## src/rtl/mem_arb_pkg.sv

```systemverilog
// Shared types and constants for the two-requester memory-bus arbiter.
package mem_arb_pkg;

  localparam int ADDR_W = 32;
  localparam int DATA_W = 32;
  localparam int STRB_W = 4;

  localparam int                TIMEOUT_CYCLES_DEF = 256;
  localparam logic [DATA_W-1:0] ERR_RDATA_DEF      = 32'hDEADBEEF;

  typedef enum logic {
    IDLE = 1'b0,
    BUSY = 1'b1
  } arb_state_t;

endpackage

```

## src/rtl/mem_arbiter_2_1_rr_pick_2.sv

```systemverilog
// Combinational two-way round-robin picker: on contention the side not served last wins.
module rr_pick_2 (
  input  logic [1:0] req,
  input  logic       last,
  output logic       gnt_idx,
  output logic       any
);

  always_comb begin
    any     = |req;
    gnt_idx = (req == 2'b11) ? ~last : req[1];
  end

endmodule

```

## src/rtl/mem_arbiter_2_1.sv

```systemverilog
// Round-robin arbiter sharing one valid/ready memory slave between two requesters.
// Optional forced completion of stalled transactions under `MEM_ARB_TIMEOUT_EN`.
module mem_arbiter_2_1
  import mem_arb_pkg::*;
#(
  parameter logic              PRIO_INIT      = 1'b0,
  parameter int                TIMEOUT_CYCLES = TIMEOUT_CYCLES_DEF,
  parameter logic [DATA_W-1:0] ERR_RDATA      = ERR_RDATA_DEF
) (
  input  logic              clk,
  input  logic              resetn,
  input  logic              s_mem_valid0,
  input  logic              s_mem_valid1,
  output logic              s_mem_ready0,
  output logic              s_mem_ready1,
  input  logic [ADDR_W-1:0] s_mem_addr0,
  input  logic [ADDR_W-1:0] s_mem_addr1,
  input  logic [DATA_W-1:0] s_mem_wdata0,
  input  logic [DATA_W-1:0] s_mem_wdata1,
  input  logic [STRB_W-1:0] s_mem_wstrb0,
  input  logic [STRB_W-1:0] s_mem_wstrb1,
  output logic [DATA_W-1:0] s_mem_rdata0,
  output logic [DATA_W-1:0] s_mem_rdata1,
  output logic              m_mem_valid,
  input  logic              m_mem_ready,
  output logic [ADDR_W-1:0] m_mem_addr,
  output logic [DATA_W-1:0] m_mem_wdata,
  output logic [STRB_W-1:0] m_mem_wstrb,
  input  logic [DATA_W-1:0] m_mem_rdata,
  output logic              arb_busy,
`ifdef MEM_ARB_TIMEOUT_EN
  output logic              arb_timeout,
`endif
  output logic              arb_grant
);

  arb_state_t r_state, w_state_nxt;
  logic       r_grant, w_grant_nxt;
  logic       r_last, w_last_nxt;
  logic       w_pick_idx, w_pick_any;
  logic       w_busy, w_gnt_vld, w_done, w_tmo, w_fin;

  rr_pick_2 u_pick (
    .req     ({s_mem_valid1, s_mem_valid0}),
    .last    (r_last),
    .gnt_idx (w_pick_idx),
    .any     (w_pick_any)
  );

  assign w_busy    = (r_state == BUSY);
  assign w_gnt_vld = r_grant ? s_mem_valid1 : s_mem_valid0;
  // Slave ready only counts while the granted requester still holds valid.
  assign w_done    = w_busy & w_gnt_vld & m_mem_ready;
  assign w_fin     = w_done | w_tmo;

`ifdef MEM_ARB_TIMEOUT_EN
  localparam int CNT_W = ($clog2(TIMEOUT_CYCLES) > 8) ? $clog2(TIMEOUT_CYCLES) : 8;

  logic [CNT_W-1:0] r_cnt;
  logic             r_timeout;

  assign w_tmo = w_busy & w_gnt_vld & ~m_mem_ready &
                 (r_cnt == CNT_W'(TIMEOUT_CYCLES - 1));

  always_ff @(posedge clk) begin
    if (!resetn) begin
      r_cnt     <= '0;
      r_timeout <= 1'b0;
    end else begin
      if (!w_busy)
        r_cnt <= '0;
      else if (!m_mem_ready)
        r_cnt <= r_cnt + CNT_W'(1);
      if (w_tmo)
        r_timeout <= 1'b1;
    end
  end

  assign arb_timeout = r_timeout;
`else
  logic w_unused;

  assign w_tmo    = 1'b0;
  assign w_unused = ^{ERR_RDATA, TIMEOUT_CYCLES};
`endif

  always_ff @(posedge clk) begin
    if (!resetn) begin
      r_state <= IDLE;
      r_grant <= PRIO_INIT;
      r_last  <= ~PRIO_INIT;
    end else begin
      r_state <= w_state_nxt;
      r_grant <= w_grant_nxt;
      r_last  <= w_last_nxt;
    end
  end

  always_comb begin
    w_state_nxt = r_state;
    w_grant_nxt = r_grant;
    w_last_nxt  = r_last;
    case (r_state)
      IDLE: begin
        if (w_pick_any) begin
          w_grant_nxt = w_pick_idx;
          w_state_nxt = BUSY;
        end
      end
      BUSY: begin
        // A requester abandoning its request does not count as being served.
        if (!w_gnt_vld) begin
          w_state_nxt = IDLE;
        end else if (w_fin) begin
          w_last_nxt  = r_grant;
          w_state_nxt = IDLE;
        end
      end
      default: w_state_nxt = IDLE;
    endcase
  end

  always_comb begin
    m_mem_valid  = w_busy & w_gnt_vld;
    s_mem_ready0 = w_fin & ~r_grant;
    s_mem_ready1 = w_fin & r_grant;
    s_mem_rdata0 = m_mem_rdata & {DATA_W{w_busy & ~r_grant}};
    s_mem_rdata1 = m_mem_rdata & {DATA_W{w_busy & r_grant}};
    if (w_tmo & ~r_grant)
      s_mem_rdata0 = ERR_RDATA;
    if (w_tmo & r_grant)
      s_mem_rdata1 = ERR_RDATA;
    arb_busy  = w_busy;
    arb_grant = r_grant;
    m_mem_addr  = '0;
    m_mem_wdata = '0;
    m_mem_wstrb = '0;
    if (resetn) begin
      m_mem_addr  = r_grant ? s_mem_addr1  : s_mem_addr0;
      m_mem_wdata = r_grant ? s_mem_wdata1 : s_mem_wdata0;
      m_mem_wstrb = r_grant ? s_mem_wstrb1 : s_mem_wstrb0;
    end
  end

endmodule

```

## config.mk

```make
export PLATFORM = sky130hd
export DESIGN_NAME = mem_arbiter_2_1
export DESIGN_NICKNAME = d
export VERILOG_FILES = /design/src/rtl/mem_arb_pkg.sv /design/src/rtl/mem_arbiter_2_1_rr_pick_2.sv /design/src/rtl/mem_arbiter_2_1.sv
export SDC_FILE = /design/constraint.sdc
export NUM_CORES = 1
export LEC_CHECK = 0
export ABC_AREA = 1
export ABC_CLOCK_PERIOD_IN_PS = 1300
export CAP_MARGIN = 20
export CORE_AREA = 5 5 116 118
export DETAILED_ROUTE_END_ITERATION = 7
export DIE_AREA = 0 0 121 123
export GPL_TIMING_DRIVEN = 1
export PLACE_DENSITY = 0.58
export SLEW_MARGIN = 30
export SYNTH_ARGS = -nofsm -noshare
export SYNTH_HDL_FRONTEND = slang
export SYNTH_HIERARCHICAL = 1
export SYNTH_SLANG_ARGS = --single-unit
```

## constraint.sdc

```tcl
create_clock -name clk -period 1.3 [get_ports clk]
set_input_delay 0.13 -clock clk [delete_from_list [all_inputs] [get_ports clk]]
set_output_delay 0.13 -clock clk [all_outputs]
set_load 0.02 [all_outputs]
```

==> results.json <==
{
  "run_status": "finished, violations left",
  "violations_in_the_final_reports": "setup timing",
  "synth_sequential_area_ratio": 0.03957,
  "tritoncts.num_buffers": 3,
  "syn-instance-count": 353,
  "cts.htree.levels": 1,
  "placedInstanceArea_mm2": 0.005124,
  "portBuffers": 309,
  "utilization": 0.4703,
  "hold_viol_final": 0,
  "timing_worst_slew_pin_value_ps": 248.6,
  "relSlewSlack": 0.8332,
  "areaGrowthSynthToFinish_pct": 283.1,
  "total_switching_power_mw": 1.304,
  "type_of_element_capturing_the_critical_path": "output port",
  "pwr_density_cell_mw_per_mm2": 536.8,
  "fp.dieArea_mm2": 0.01488,
  "timing.fmax_mhz": 692.4,
  "holdWs_ps": 386.9,
  "stdcell_count": 847,
  "drv.max_cap_violation_count": 0,
  "critical_path.slowest_cell": "dfxtp_4",
  "post-synth-top-area-fraction": 0.4971,
  "worstSetupPathType": "reg -> out",
  "coreArea_mm2": 0.01236,
  "final.min_clock_period_ps": 1444,
  "die_width_um": 121,
  "grt_max_degree": 33,
  "floorplan.io_pins": 310,
  "number_of_synthesized_register_bits": 3,
  "netlist_top_cells_area": "nor2_1 (50%), o21ai_0 (23%), inv_1 (8.9%), buf_2 (4.0%), dfxtp_1 (4.0%)",
  "worst-endpoint-required_ps": 1170,
  "numClockSinks": 3,
  "placed_cells_incl_taps": 828,
  "total_leakage_power_nw": 2.579,
  "yosys.area.top_type": "nor2_1",
  "global_route.overflow_total": 0,
  "layout_common_cells": "clkdlybuf4s50_1 (171), nor2_2 (96), buf_4 (79)",
  "setup_ws_ps": -144.2,
  "setup-violations-final": 130,
  "timing.clock.skew_ps": 0.3931,
  "timing.setup.tns_ps": -7887,
  "num_antenna_cells": 0,
  "core.rowCount": 41,
  "drt_wl_total_mm": 13.35,
  "route.vias.total": 3536,
  "number_of_synthesized_flops_with_an_enable_pin": 0,
  "fraction_of_power_spent_switching_nets": 0.4179,
  "drt_pre_antenna_iters": 4,
  "drive_above_1_share": 0.4948,
  "synth-async-reset-ratio": 0,
  "crit_path_max_fanout": 6,
  "synth_top_flop_cell": "dfxtp_1",
  "clock_latency_ps": 220,
  "dieHeight_um": 123,
  "combined_global_route_utilization_of_all_metal_layers": 0.1526,
  "clock_tree.root_cell": "clkbuf_16",
  "final_net_count": 849,
  "timing.critical_path.from_type": "register",
  "path_common_cell": "nand2_4",
  "critical_path_s_largest_stage_delay_ps": 370,
  "power_mw": 3.121,
  "layout_worst_path_cycle_share": 1.111,
  "design_area_mm2": 0.005814,
  "synthesis.nets": 526,
  "detail-route-antenna-nets": 0,
  "clock_power_share": 0.156,
  "floorplan.initialDensity": 0.1228,
  "syn_area_per_cell_um2": 4.299,
  "vias_per_cell": 4.175,
  "most_common_cell_after_layout_fill_and_taps_aside": "clkdlybuf4s50_1",
  "syn-cell-area_mm2": 0.001518,
  "synth_cell_types": 15,
  "power.share.combinational": 0.807,
  "detailed_place_hpwl_mm": 10.42,
  "grt_pass1_wl_mm": 18.33,
  "yosys_warnings": 6,
  "routed_wire_length_per_instance_um": 15.76,
  "count_of_pins_over_their_slew_limit": 0,
  "clk_transition_reported_paths_ps": 30,
  "power.ir.vdd_worst_uv": 599.9,
  "hp-class": "in -> reg",
  "share_of_total_power_in_sequential_cells": 0.037,
  "rsz0062_at_grt": "yes",
  "grt_antenna_before_repair": 0,
  "pre_cts_slack_ps": -449.4,
  "globalplace.congestion": 0.7811,
  "critical_path.cell_chain": "inv_6 -> buf_12 -> nand3_4 -> nand2_4 -> nand2_4 -> nor2_4 -> buf_6",
  "vias_in_the_first_global_route": 3509,
  "p_int_mw": 1.817,
  "dr.first_iter.drc_count": 80,
  "tritoncts": "built",
  "crit_arrival_ps": 1310,
  "drcViolationCount": 0,
  "clockBufferDepth": 2
}
[power by group through the flow]
stage / clock network (mW) / logic (mW) / registers [mW]
after detailed placement: 0 / 2.14 / 0.113
after CTS: 0.492 / 2.13 / 0.112
after global routing: 0.509 / 2.68 / 0.118
after global placement: 0 / 2.12 / 0.111
after floorplan: 0 / 0.876 / 0.114
final: 0.486 / 2.52 / 0.117
[critical path: cells and delay by family, from the launching register on]
family        cells  cell delay (ps)
simple gates      4              350
flops             1              370
buf+inv           3              360
[metal layers]
metal | GRT usage | vias up | part of all wire
met5 | 0 | - | 0
met4 | 0.03683 | 0 | 0.015
met3 | 0.04483 | 15 | 0.090
met2 | 0.2963 | 188 | 0.55
met1 | 0.1606 | 1612 | 0.35
li1 | - | 1721 | -
[cell type report]
| cell class | count | area, um2 |
|---|---|---|
| multi-input combinational | 285 | 1817 |
| tap | 172 | 215.2 |
| timing repair buffer | 346 | 3495 |
| clock buffer | 4 | 78.83 |
| sequential | 3 | 65.06 |
| fill | 1219 | 6549 |
| inverter | 37 | 143.9 |
[cells in the mapped netlist (2+ instances only)]
cell / instances
a21oi_1: 2
buf_2: 12
buf_6: 2
clkbuf_1: 7
clkbuf_2: 6
dfxtp_1: 3
inv_1: 36
nand2_1: 7
nand3_1: 4
nor2_1: 201
o21ai_0: 69
[flip-flops by register name (all words and copies together), names as in the netlist]
name and flops:
r_last 1, arb_busy 1, arb_grant 1
[what timing repair did]
action / in CTS / in global routing
pin swaps: 2 / 35
hold endpoints to repair: 0 / 0
gates resized for setup: 619 / 299
setup buffers: 1 / 11
hold buffers: 0 / 0
setup endpoints to repair: 138 / 137
gates cloned: 2 / 2
[worst paths after layout]
| check | from | end | slack, ps | cells past startpoint |
|---|---|---|---|---|
| hold reg to reg | r_last | r_last | 530 | 2 |
| hold / removal | resetn | r_last | 390 | 3 |
| setup / recovery | arb_grant | s_mem_ready0 | -140 | 7 |
| setup reg to reg | arb_grant | r_last | 50 | 8 |
[kinds of logic after synthesis]
| family | after synthesis | share of synthesized area |
|---|---|---|
| AO/OA/AOI/OAI | 72 | 0.2391 |
| AND/OR/NAND/NOR | 213 | 0.5317 |
| flip-flops | 3 | 0.03957 |
| buffers and inverters | 65 | 0.1896 |
Power figures use the tool's default switching activity.
